==> src/rtl/logic_arb_pkg.sv <==
// -----------------------------------------------------------------------------
// logic_arb_pkg
// Shared definitions for the logic-unit arbiter slice:
//   - opcode width and opcode encodings of the bitwise gate set
//   - widths of the optional statistics counters (LOGIC_ARB_STATS_EN)
//   - result-slot state type
// No ports (package).
// -----------------------------------------------------------------------------
package logic_arb_pkg;

   localparam int OP_W = 3;

   localparam logic [OP_W-1:0] OP_AND  = 3'd0;
   localparam logic [OP_W-1:0] OP_OR   = 3'd1;
   localparam logic [OP_W-1:0] OP_NOT  = 3'd2;  // NOT A, operand B ignored
   localparam logic [OP_W-1:0] OP_NAND = 3'd3;
   localparam logic [OP_W-1:0] OP_NOR  = 3'd4;
   localparam logic [OP_W-1:0] OP_XOR  = 3'd5;
   localparam logic [OP_W-1:0] OP_XNOR = 3'd6;
   localparam logic [OP_W-1:0] OP_RSVD = 3'd7;  // yields 0 and raises err

   localparam int GRANT_CNT_W = 16;
   localparam int ERR_CNT_W   = 8;

   // Single-entry output register occupancy.
   typedef enum logic {
      SLOT_EMPTY = 1'b0,
      SLOT_FULL  = 1'b1
   } slot_state_e;

endpackage

==> src/rtl/logic_unit_arbiter_if.sv <==
// -----------------------------------------------------------------------------
// logic_unit_arbiter_if
// Request/response bundle between NREQ command sources and the arbiter.
//   req_valid [NREQ]        per-requester request valid
//   req_op    [3*NREQ]      opcode of requester i at [3i+2:3i]
//   req_a/b   [WIDTH*NREQ]  operands of requester i at [WIDTH*i +: WIDTH]
//   req_ready [NREQ]        one-hot accept from the arbiter
//   rsp_valid/rsp_ready     result handshake
//   rsp_data  [WIDTH]       result
//   rsp_id    [IDW]         requester that produced the result
//   rsp_err                 opcode was reserved
// Modports: master = requesters/consumer side, slave = arbiter side.
// -----------------------------------------------------------------------------
interface logic_unit_arbiter_if #(
   parameter int NREQ  = 4,
   parameter int WIDTH = 8,
   parameter int IDW   = 2
);

   logic [NREQ-1:0]       req_valid;
   logic [3*NREQ-1:0]     req_op;
   logic [WIDTH*NREQ-1:0] req_a;
   logic [WIDTH*NREQ-1:0] req_b;
   logic [NREQ-1:0]       req_ready;
   logic                  rsp_valid;
   logic                  rsp_ready;
   logic [WIDTH-1:0]      rsp_data;
   logic [IDW-1:0]        rsp_id;
   logic                  rsp_err;

   modport master (
      output req_valid, req_op, req_a, req_b, rsp_ready,
      input  req_ready, rsp_valid, rsp_data, rsp_id, rsp_err
   );

   modport slave (
      input  req_valid, req_op, req_a, req_b, rsp_ready,
      output req_ready, rsp_valid, rsp_data, rsp_id, rsp_err
   );

endinterface

==> src/rtl/logic_op_unit.sv <==
// -----------------------------------------------------------------------------
// logic_op_unit
// Purely combinational WIDTH-wide bitwise gate unit. Every gate type is
// instantiated per bit as a gate cell; the opcode selects which bank drives
// the result.
//   op_i     [3]      opcode (see logic_arb_pkg)
//   a_i      [WIDTH]  operand A
//   b_i      [WIDTH]  operand B (ignored by NOT)
//   result_o [WIDTH]  selected gate output, 0 for the reserved opcode
//   err_o             high for the reserved opcode
// -----------------------------------------------------------------------------
module logic_op_unit
   import logic_arb_pkg::*;
#(
   parameter int WIDTH = 8
) (
   input  logic [OP_W-1:0]  op_i,
   input  logic [WIDTH-1:0] a_i,
   input  logic [WIDTH-1:0] b_i,
   output logic [WIDTH-1:0] result_o,
   output logic             err_o
);

   wire [WIDTH-1:0] and_w;
   wire [WIDTH-1:0] or_w;
   wire [WIDTH-1:0] not_w;
   wire [WIDTH-1:0] nand_w;
   wire [WIDTH-1:0] nor_w;
   wire [WIDTH-1:0] xor_w;
   wire [WIDTH-1:0] xnor_w;

   genvar gi;
   generate
      for (gi = 0; gi < WIDTH; gi++) begin : g_bit
         and  u_and  (and_w[gi],  a_i[gi], b_i[gi]);
         or   u_or   (or_w[gi],   a_i[gi], b_i[gi]);
         not  u_not  (not_w[gi],  a_i[gi]);
         nand u_nand (nand_w[gi], a_i[gi], b_i[gi]);
         nor  u_nor  (nor_w[gi],  a_i[gi], b_i[gi]);
         xor  u_xor  (xor_w[gi],  a_i[gi], b_i[gi]);
         xnor u_xnor (xnor_w[gi], a_i[gi], b_i[gi]);
      end
   endgenerate

   always_comb begin
      result_o = '0;
      err_o    = 1'b0;
      case (op_i)
         OP_AND:  result_o = and_w;
         OP_OR:   result_o = or_w;
         OP_NOT:  result_o = not_w;
         OP_NAND: result_o = nand_w;
         OP_NOR:  result_o = nor_w;
         OP_XOR:  result_o = xor_w;
         OP_XNOR: result_o = xnor_w;
         default: begin
            result_o = '0;
            err_o    = 1'b1;
         end
      endcase
   end

endmodule

==> src/rtl/logic_unit_arbiter.sv <==
// -----------------------------------------------------------------------------
// logic_unit_arbiter
// Round-robin arbiter sharing one bitwise logic unit among NREQ requesters.
// The winner's operands are muxed into a single logic_op_unit and its result
// is captured in a single-entry output register together with the winner ID.
// Drain and refill of the output register may happen in the same cycle.
//   clk        rising-edge clock
//   rst        synchronous active-high reset
//   bus        logic_unit_arbiter_if.slave (request / response handshake)
// Optional (macro LOGIC_ARB_STATS_EN):
//   grant_cnt  [16] accepted requests since reset, saturating
//   err_cnt    [8]  accepted reserved-opcode requests, saturating
// -----------------------------------------------------------------------------
module logic_unit_arbiter
   import logic_arb_pkg::*;
#(
   parameter int NREQ  = 4,
   parameter int WIDTH = 8,
   parameter int IDW   = 2
) (
   input  logic                   clk,
   input  logic                   rst,
   logic_unit_arbiter_if.slave    bus
`ifdef LOGIC_ARB_STATS_EN
   ,
   output logic [GRANT_CNT_W-1:0] grant_cnt,
   output logic [ERR_CNT_W-1:0]   err_cnt
`endif
);

   // Unpacked per-requester views of the packed request buses.
   logic [OP_W-1:0]  op_arr [NREQ];
   logic [WIDTH-1:0] a_arr  [NREQ];
   logic [WIDTH-1:0] b_arr  [NREQ];

   genvar gi;
   generate
      for (gi = 0; gi < NREQ; gi++) begin : g_unpack
         assign op_arr[gi] = bus.req_op[OP_W*gi +: OP_W];
         assign a_arr[gi]  = bus.req_a[WIDTH*gi +: WIDTH];
         assign b_arr[gi]  = bus.req_b[WIDTH*gi +: WIDTH];
      end
   endgenerate

   slot_state_e      state_q, state_d;
   logic [IDW-1:0]   ptr_q, ptr_d;
   logic [WIDTH-1:0] data_q;
   logic [IDW-1:0]   id_q;
   logic             err_q;

   logic [IDW-1:0]   winner;
   logic             grant_any;
   logic             slot_free;
   logic             grant;
   logic [NREQ-1:0]  req_ready_d;
   logic [WIDTH-1:0] alu_result;
   logic             alu_err;

   // First valid requester at or after ptr, wrapping at NREQ-1.
   always_comb begin
      int idx;
      idx       = 0;
      winner    = '0;
      grant_any = 1'b0;
      for (int k = 0; k < NREQ; k++) begin
         idx = int'(ptr_q) + k;
         if (idx >= NREQ) idx = idx - NREQ;
         if (!grant_any && bus.req_valid[idx]) begin
            grant_any = 1'b1;
            winner    = IDW'(idx);
         end
      end
   end

   // The slot can accept a new result if empty or being drained this cycle.
   assign slot_free = (state_q == SLOT_EMPTY) || bus.rsp_ready;
   assign grant     = !rst && slot_free && grant_any;

   always_comb begin
      req_ready_d = '0;
      if (grant) req_ready_d[winner] = 1'b1;
   end

   assign bus.req_ready = req_ready_d;

   logic_op_unit #(
      .WIDTH (WIDTH)
   ) u_op (
      .op_i     (op_arr[winner]),
      .a_i      (a_arr[winner]),
      .b_i      (b_arr[winner]),
      .result_o (alu_result),
      .err_o    (alu_err)
   );

   always_comb begin
      ptr_d = ptr_q;
      if (grant) begin
         ptr_d = (winner == IDW'(NREQ - 1)) ? '0 : winner + IDW'(1);
      end
   end

   // Slot occupancy: a grant always leaves it FULL; a drain without a grant
   // empties it; otherwise it holds.
   always_comb begin
      state_d = state_q;
      case (state_q)
         SLOT_EMPTY: if (grant) state_d = SLOT_FULL;
         SLOT_FULL: begin
            if (grant)              state_d = SLOT_FULL;
            else if (bus.rsp_ready) state_d = SLOT_EMPTY;
         end
         default: state_d = SLOT_EMPTY;
      endcase
   end

   always_ff @(posedge clk) begin
      if (rst) begin
         state_q <= SLOT_EMPTY;
         ptr_q   <= '0;
         data_q  <= '0;
         id_q    <= '0;
         err_q   <= 1'b0;
      end else begin
         state_q <= state_d;
         ptr_q   <= ptr_d;
         // Payload only moves on a grant, so it holds under stall and
         // keeps its last value after a drain.
         if (grant) begin
            data_q <= alu_result;
            id_q   <= winner;
            err_q  <= alu_err;
         end
      end
   end

   assign bus.rsp_valid = (state_q == SLOT_FULL);
   assign bus.rsp_data  = data_q;
   assign bus.rsp_id    = id_q;
   assign bus.rsp_err   = err_q;

`ifdef LOGIC_ARB_STATS_EN
   logic [GRANT_CNT_W-1:0] grant_cnt_q;
   logic [ERR_CNT_W-1:0]   err_cnt_q;

   always_ff @(posedge clk) begin
      if (rst) begin
         grant_cnt_q <= '0;
         err_cnt_q   <= '0;
      end else if (grant) begin
         if (grant_cnt_q != '1)           grant_cnt_q <= grant_cnt_q + 1'b1;
         if (alu_err && err_cnt_q != '1)  err_cnt_q   <= err_cnt_q + 1'b1;
      end
   end

   assign grant_cnt = grant_cnt_q;
   assign err_cnt   = err_cnt_q;
`endif

endmodule
==> src/flat_wrapper.sv <==
// flat-port wrapper written by rule: the top's interface ports become plain ports
module logic_unit_arbiter_flat import logic_arb_pkg::*;
#(
   parameter int NREQ  = 4,
   parameter int WIDTH = 8,
   parameter int IDW   = 2
)
  (clk, rst, bus_req_valid, bus_req_op, bus_req_a, bus_req_b, bus_rsp_ready, bus_req_ready, bus_rsp_valid, bus_rsp_data, bus_rsp_id, bus_rsp_err);
  logic_unit_arbiter_if #(.NREQ(NREQ), .WIDTH(WIDTH), .IDW(IDW)) bus_i ();
  input  logic clk;
  input  logic rst;
  input wire logic [$bits(bus_i.req_valid)-1:0] bus_req_valid;
  input wire logic [$bits(bus_i.req_op)-1:0] bus_req_op;
  input wire logic [$bits(bus_i.req_a)-1:0] bus_req_a;
  input wire logic [$bits(bus_i.req_b)-1:0] bus_req_b;
  input wire logic [$bits(bus_i.rsp_ready)-1:0] bus_rsp_ready;
  output wire logic [$bits(bus_i.req_ready)-1:0] bus_req_ready;
  output wire logic [$bits(bus_i.rsp_valid)-1:0] bus_rsp_valid;
  output wire logic [$bits(bus_i.rsp_data)-1:0] bus_rsp_data;
  output wire logic [$bits(bus_i.rsp_id)-1:0] bus_rsp_id;
  output wire logic [$bits(bus_i.rsp_err)-1:0] bus_rsp_err;
  assign bus_i.req_valid = bus_req_valid;
  assign bus_i.req_op = bus_req_op;
  assign bus_i.req_a = bus_req_a;
  assign bus_i.req_b = bus_req_b;
  assign bus_i.rsp_ready = bus_rsp_ready;
  assign bus_req_ready = bus_i.req_ready;
  assign bus_rsp_valid = bus_i.rsp_valid;
  assign bus_rsp_data = bus_i.rsp_data;
  assign bus_rsp_id = bus_i.rsp_id;
  assign bus_rsp_err = bus_i.rsp_err;
  logic_unit_arbiter #(.NREQ(NREQ), .WIDTH(WIDTH), .IDW(IDW)) u_core (.clk(clk), .rst(rst), .bus(bus_i));
endmodule
==> config.mk <==
export PLATFORM = sky130hd
export DESIGN_NAME = logic_unit_arbiter_flat
export DESIGN_NICKNAME = d
export VERILOG_FILES = /design/src/rtl/logic_arb_pkg.sv /design/src/rtl/logic_unit_arbiter_if.sv /design/src/rtl/logic_op_unit.sv /design/src/rtl/logic_unit_arbiter.sv /design/src/flat_wrapper.sv
export SDC_FILE = /design/constraint.sdc
export NUM_CORES = 1
export LEC_CHECK = 0
export BUFFER_PORTS_ARGS = -buffer_cell sky130_fd_sc_hd__buf_2
export CAP_MARGIN = 20
export CORE_MARGIN = 2
export CORE_UTILIZATION = 53
export DETAILED_ROUTE_END_ITERATION = 10
export GPL_ROUTABILITY_DRIVEN = 0
export PLACE_DENSITY = 0.88
export SLEW_MARGIN = 20
export SYNTH_ARGS = -nofsm -noshare
export SYNTH_HDL_FRONTEND = slang
export SYNTH_SLANG_ARGS = --single-unit
export TNS_END_PERCENT = 1
==> constraint.sdc <==
create_clock -name clk -period 8.3 [get_ports clk]
set_input_delay 1.66 -clock clk [delete_from_list [all_inputs] [get_ports clk]]
set_output_delay 1.66 -clock clk [all_outputs]
set_load 0.03 [all_outputs]
After elaboration in Yosys (flattened, before gate mapping)
Index checks and enable logic that the tools add are counted.
- bits in latches: 0
- RAM bits: 0
- output and inout bits: 16
- bits in read-only memories: 0
- memories: 0
- register bits: 14
- multiply operators: 0
- divide/modulo/power cells: 0
- shift operators: 0
- $lt $le $gt $ge: 11
- bitwise logic cells: 58
- add/subtract/negate cells: 8
- equal/unequal tests: 7
- reduce and logical (&&, ||, !) cells: 13
- mux-type cells: 43
- operator list (kind ; number):
    32-bit by 4-bit < comparator with 1-bit output, second input constant ; 4
    32-bit 2-to-1 mux ; 4
    32-bit by 4-bit greater-or-equal comparator with 1-bit output, second input constant ; 3
    32-bit by 4-bit subtractor with 32-bit output, second input constant ; 3
    8-bit one-hot mux with 7 select lines ; 1
    8-bit binary-select mux with 2-bit select ; 2
    8-bit 2-to-1 mux ; 4
    1-bit inverter ; 25
    1-bit 2-to-1 mux ; 17
    2-bit 2-to-1 mux ; 5
    3-bit equality test, second input constant ; 3
    1-bit bitwise AND ; 8
    1-bit binary-select mux with 2-bit select ; 4
    1-bit bitwise OR ; 8
    1-bit XNOR ; 8
    1-bit bitwise XOR ; 8
    7-bit OR reduction ; 1
    2-bit by 2-bit adder with 3-bit output, second input constant ; 2
    3-bit binary-select mux with 2-bit select ; 1
    3-bit by 2-bit equality test with 1-bit output, second input constant ; 2
    1-bit logical AND ; 6
    3-bit 2-to-1 mux ; 2
    1-bit zero test ; 4
    4-bit 2-to-1 mux ; 1
    other kinds (14) ; 14

Longest topological paths before layout
- word-level depth: 22
- gate-level depth with buffers: 15
- mapped depth without buffers: 13

Hierarchy
A second synthesis with hierarchy kept.
- cell total of the unflattened synthesis: 258
- area, all modules: 2110.8 um^2
- by module, submodules not included (module ; area each (um^2) ; instances ; cells an instance):
    logic_unit_arbiter ; 1325.0 ; 1 ; 138
    logic_op_unit ; 785.8 ; 1 ; 120

Worst setup path after synthesis
OpenSTA, ideal clock, no wires.
- path kind: input -> output
- start point: input bus_req_valid[2]
- end point: output bus_req_ready[0]
- arrival time: 3402 ps
- stages: 7
- data required time: 6640 ps
- path buffers: 2
- setup slack: 3238 ps
- cell sequence: nor2b_2 -> nor4b_4 -> nor2_2 -> clkbuf_1 -> clkbuf_1 -> ha_1 -> and2_1
- longest elaborated chain between the ends: 18
- elaborated cells between the ends (all ways): 33
- classes of those cells: order compare: 2; mux: 23; reduce/logical: 8
- RTL lines (what ; line ; text):
    start: declaration ; flat_wrapper.sv:12 ; input wire logic [$bits(bus_i.req_valid)-1:0] bus_req_valid;
    1-bit binary-select mux with 2-bit select ; logic_unit_arbiter.sv:68 ; if (!grant_any && bus.req_valid[idx]) begin
    1-bit 2-to-1 mux (not written as such) (2 in a row) ; logic_unit_arbiter.sv:68 ;
    1-bit 2-to-1 mux ; logic_unit_arbiter.sv:68 ;
    1-bit zero test ; logic_unit_arbiter.sv:68 ;
    1-bit logical AND ; logic_unit_arbiter.sv:68 ;
    1-bit 2-to-1 mux ; logic_unit_arbiter.sv:68 ;
    1-bit zero test ; logic_unit_arbiter.sv:68 ;
    1-bit logical AND ; logic_unit_arbiter.sv:68 ;
    1-bit 2-to-1 mux ; logic_unit_arbiter.sv:68 ;
    1-bit zero test ; logic_unit_arbiter.sv:68 ;
    1-bit logical AND ; logic_unit_arbiter.sv:68 ;
    2-bit 2-to-1 mux ; logic_unit_arbiter.sv:68 ;
    2-bit by 3-bit < comparator with 1-bit output (not written as such) / 2-bit by 1-bit greater-or-equal comparator with 1-bit output (equally long branches) ; logic_unit_arbiter.sv:81 ; if (grant) req_ready_d[winner] = 1'b1;
    1-bit logical AND (not written as such) ; logic_unit_arbiter.sv:81 ;
    1-bit 2-to-1 mux (not written as such) ; logic_unit_arbiter.sv:81 ;
    1-bit demux with 2-bit select ; n/a ;
    4-bit 2-to-1 mux * ; logic_unit_arbiter.sv:81 ;
    end: declaration ; flat_wrapper.sv:17 ; output wire logic [$bits(bus_i.req_ready)-1:0] bus_req_ready;
Mark *: on every way between the ends. The rest lies on a longest branch, timed or not. The select of a mux whose other input is x is not followed.

Worst setup path after layout
- start point: input bus_req_valid[1]
- end point: output bus_req_ready[1]
Same word-level chain as after synthesis.

==> results_dict.tcl <==
set metrics [dict create \
    run_status "complete, no violations" \
    synthArstFlopShare_pct 0 \
    yosys.area_share.adder_pct 10.8 \
    startpoint_type "input port" \
    placedInstanceArea_um2 2750 \
    grt_use_met3_pct 2.31 \
    grt_pass1_vias 2360 \
    p_per_area_nw_per_um2 265 \
    clock_skew_ns 0.000826 \
    worst_hold_path.num_cells 2 \
    drt_wl_total_um 5960 \
    rows 24 \
    critical_path.cell_chain "buf_2 > nor2_4 > nor4b_4 > nor2_4 > inv_1 > ha_1 > and2_1 > buf_2" \
    slowest_delay_ns 0.73 \
    drt_iter0_drc 154 \
    boundaryPins 99 \
    use_met1_pct 32.0 \
    crit_path_leading_delay_family "simple AND/OR/NAND/NOR gates" \
    final_cell_mix "98 x buf_2, 68 x nand2_1, 25 x nand3_1" \
    floorplan.die.height_um 70.0 \
    grt-ovfl-total 0 \
    final.period_utilization_pct 70.5 \
    cts_made_buffers 3 \
    setup_violations 0 \
    synth_seq_cells 14 \
    grt_most_used_layer "met2" \
    clk_path_buf_depth 2 \
    synth_top_family_by_area "simple AND/OR/NAND/NOR gates" \
    critPathRequiredTime_ns 6.64 \
    synthCells 320 \
    synth_xor_area_share_pct 0 \
    cts_tree "built" \
    synth-compound-area-share_pct 27.0 \
    proportion_of_layout_cells_with_a_drive_suffix_above_1_pct 32.3 \
    finalHoldWorstSlack_ns 0.468 \
    grt_antenna_before_repair 0 \
    worst_slew_pin_slew_ns 0.918 \
    wl_per_cell_um 13.1 \
    clock_sink_count 14 \
    critical_path.max_fanout 36 \
    synth_area_per_cell_um2 7.22 \
    worst_ep_arrival_time_ns 4.19 \
    synth_simple_gate_area_share_pct 32.1 \
    cts.root.buffer_cell "clkbuf_8" \
    die_w_um 70.0 \
    cp-end-kind "output pin" \
    cts.clk_slew.worst_paths_ns 0.06 \
    grt_pass1_wl_um 10100 \
    grt_usage_pct 24.4 \
    synthMuxAreaShare_pct 8.78 \
    timing.final.hold_violations 0 \
    seq_area_frac_synth_pct 12.1 \
    postRouteAntennaNets 0 \
    worst_slew_margin_rel_pct 38.6 \
    design.core.area_um2 4260 \
    ir_worst_vdd_mv 0.161 \
    place.detailed.instances 451 \
    layout.cell_area.non_filler_um2 2810 \
    yosysWarnings 0 \
    yosysUniqueCellTypes 59 \
    worstSkewPairLatency_ns 0.25 \
    hp-start "u_core.bus.rsp_data[7]$_SDFFE_PP0P_" \
    rr_worst_depth 13 \
    critical_path_cell_count 8 \
    maxClockFrequency_mhz 171 \
    worst_r2r_startpoint "u_core.ptr_q[0]$_SDFFE_PP0P_" \
    crit_slowest_cell "nor2_4" \
    seq_power_share_pct 14.4 \
    cts_hold_buffers 0 \
    power_leakage_nw 1.40 \
    floorplan.initialDensity_pct 54.2 \
    mostFrequentLayoutCell "buf_2" \
    drv_slew 0 \
    post_synth_instance_area_um2 2310 \
    dieArea_um2 4900 \
    via_count 2633 \
    post_cts_repair_resize_count 0 \
    syn_to_final_growth_pct 21.6 \
    comb_power_share_pct 76.5 \
    setup_tns_ns 0 \
    io_buffer_count 98 \
    synth-edff-count 0 \
    route.detailed.vias_per_inst 5.79 \
    power_frac_clock_pct 9.1 \
    switching_power_w 0.000397 \
    grt.met2_usage_pct 43.0 \
    grt_start_max_net_pins 37 \
    max_cap_viol_count 0 \
    worst_setup_path_startpoint "bus_req_valid[1]" \
    drt-pass1-iter-count 5 \
    number_of_remaining_drc_errors 0 \
    dpl.hpwl_um 4530 \
    internal-power_w 0.000347 \
    nets 507 \
    switching_power_share_of_the_total_pct 53.4 \
    final.min_clock_period_ns 5.85 \
    timing.hold.worst.class "flip-flop to flip-flop" \
    final-instance-count-excl-fill 455 \
    yosys_most_used_dff "dfxtp_1" \
    cts_setup_buffers 0 \
    total_nets_after_synthesis 423 \
    critPathKind "input port to output pin" \
    cp.buffers_inverters 3 \
    rsz0062_at_grt "false" \
    htree_levels 1 \
    diodes 0 \
]
-- Yosys cell counts, types with 2 or more instances --
library cell	count	share of area, %
a211o_1	2	0.76
a211oi_1	10	3.3
a21oi_1	15	3.3
a221oi_1	2	0.76
a22oi_1	4	1.3
a31oi_1	3	0.81
a32o_1	2	0.87
a32oi_2	2	1.4
and2_1	4	1.1
buf_2	6	1.3
buf_4	2	0.65
buf_6	5	2.4
clkbuf_1	7	1.1
dfxtp_1	14	12
ha_1	20	11
inv_1	20	3.3
mux2_2	2	0.98
mux2i_1	18	7.8
nand2_1	68	11
nand2_2	2	0.54
nand3_1	25	5.4
nand3_2	3	1.3
nand3b_1	3	0.98
nor2_1	9	1.5
nor2b_2	4	1.5
nor3_1	4	0.87
nor3b_1	3	0.98
nor4_1	4	1.1
o211ai_1	5	1.6
o21ai_0	12	2.6
o21ai_1	7	1.5
o22ai_1	2	0.54
o31a_1	2	0.76
o31ai_1	3	0.98
or3_1	2	0.54
-- through the flow --
stage | setup WS (ns) | util (%) | power, W
2_1_floorplan | 3.24 | - | 0.000570
3_3_place_gp | 2.52 | 64.6 | 0.000652
3_5_place_dp | 2.45 | 64.6 | 0.000668
4_1_cts | 2.44 | 65.9 | 0.000741
5_1_grt | 2.18 | 65.9 | 0.000815
6_report | 2.45 | 65.9 | 0.000744
-- power by group through the flow --
stage / Clock [W] / Combinational (W) / Sequential, W
floorplan: 0 / 0.000433 / 0.000137
global placement: 0 / 0.000545 / 0.000107
detailed placement: 0 / 0.000561 / 0.000107
CTS: 0.0000689 / 0.000566 / 0.000106
global route: 0.0000717 / 0.000634 / 0.000110
finish: 0.0000677 / 0.000570 / 0.000107
-- state kept, by name, indices dropped and copies added, names as in the netlist --
name	count
u_core.bus.rsp_valid	1
u_core.bus.rsp_data	8
u_core.bus.rsp_id	2
u_core.bus.rsp_err	1
u_core.ptr_q	2
-- worst paths after layout --
path,endpoint,slack (ns)
setup / recovery,bus_req_ready[1],2.45
hold / removal,u_core.bus.rsp_data[7]$_SDFFE_PP0P_,0.47
setup reg to reg,u_core.bus.rsp_data[4]$_SDFFE_PP0P_,4.64
hold reg to reg,u_core.bus.rsp_data[7]$_SDFFE_PP0P_,0.47
-- logic make-up (layout without fill, tap and decap cells) --
family                     after synthesis  count (layout)
AOI/OAI and AO/OA                       82              82
adders and majority gates               20              20
buffers and inverters                   42             125
DFF                                     14              14
muxes                                   20              20
and+or+nand+nor                        142             142
-- layer usage --
layer / wire length (um) / vias to the layer above
met5: 0 / -
met4: 53 / 0
met3: 423 / 9
met2: 2850 / 115
met1: 2630 / 1186
li1: - / 1323
-- tightest hold or removal path: stages (launching register included) --
cell and delay (ns):
dfxtp_1 0.31, nand2_1 0.05, o31ai_1 0.05
-- area by class of cell --
cell class / count / area, um^2
Clock buffer: 4 / 55.1
Fill cell: 373 / 1460
Inverter: 21 / 78.8
Multi-Input combinational cell: 264 / 1820
Sequential cell: 14 / 280
Tap cell: 52 / 65.1
Timing Repair Buffer: 100 / 505
Power figures use the tool's default switching activity.
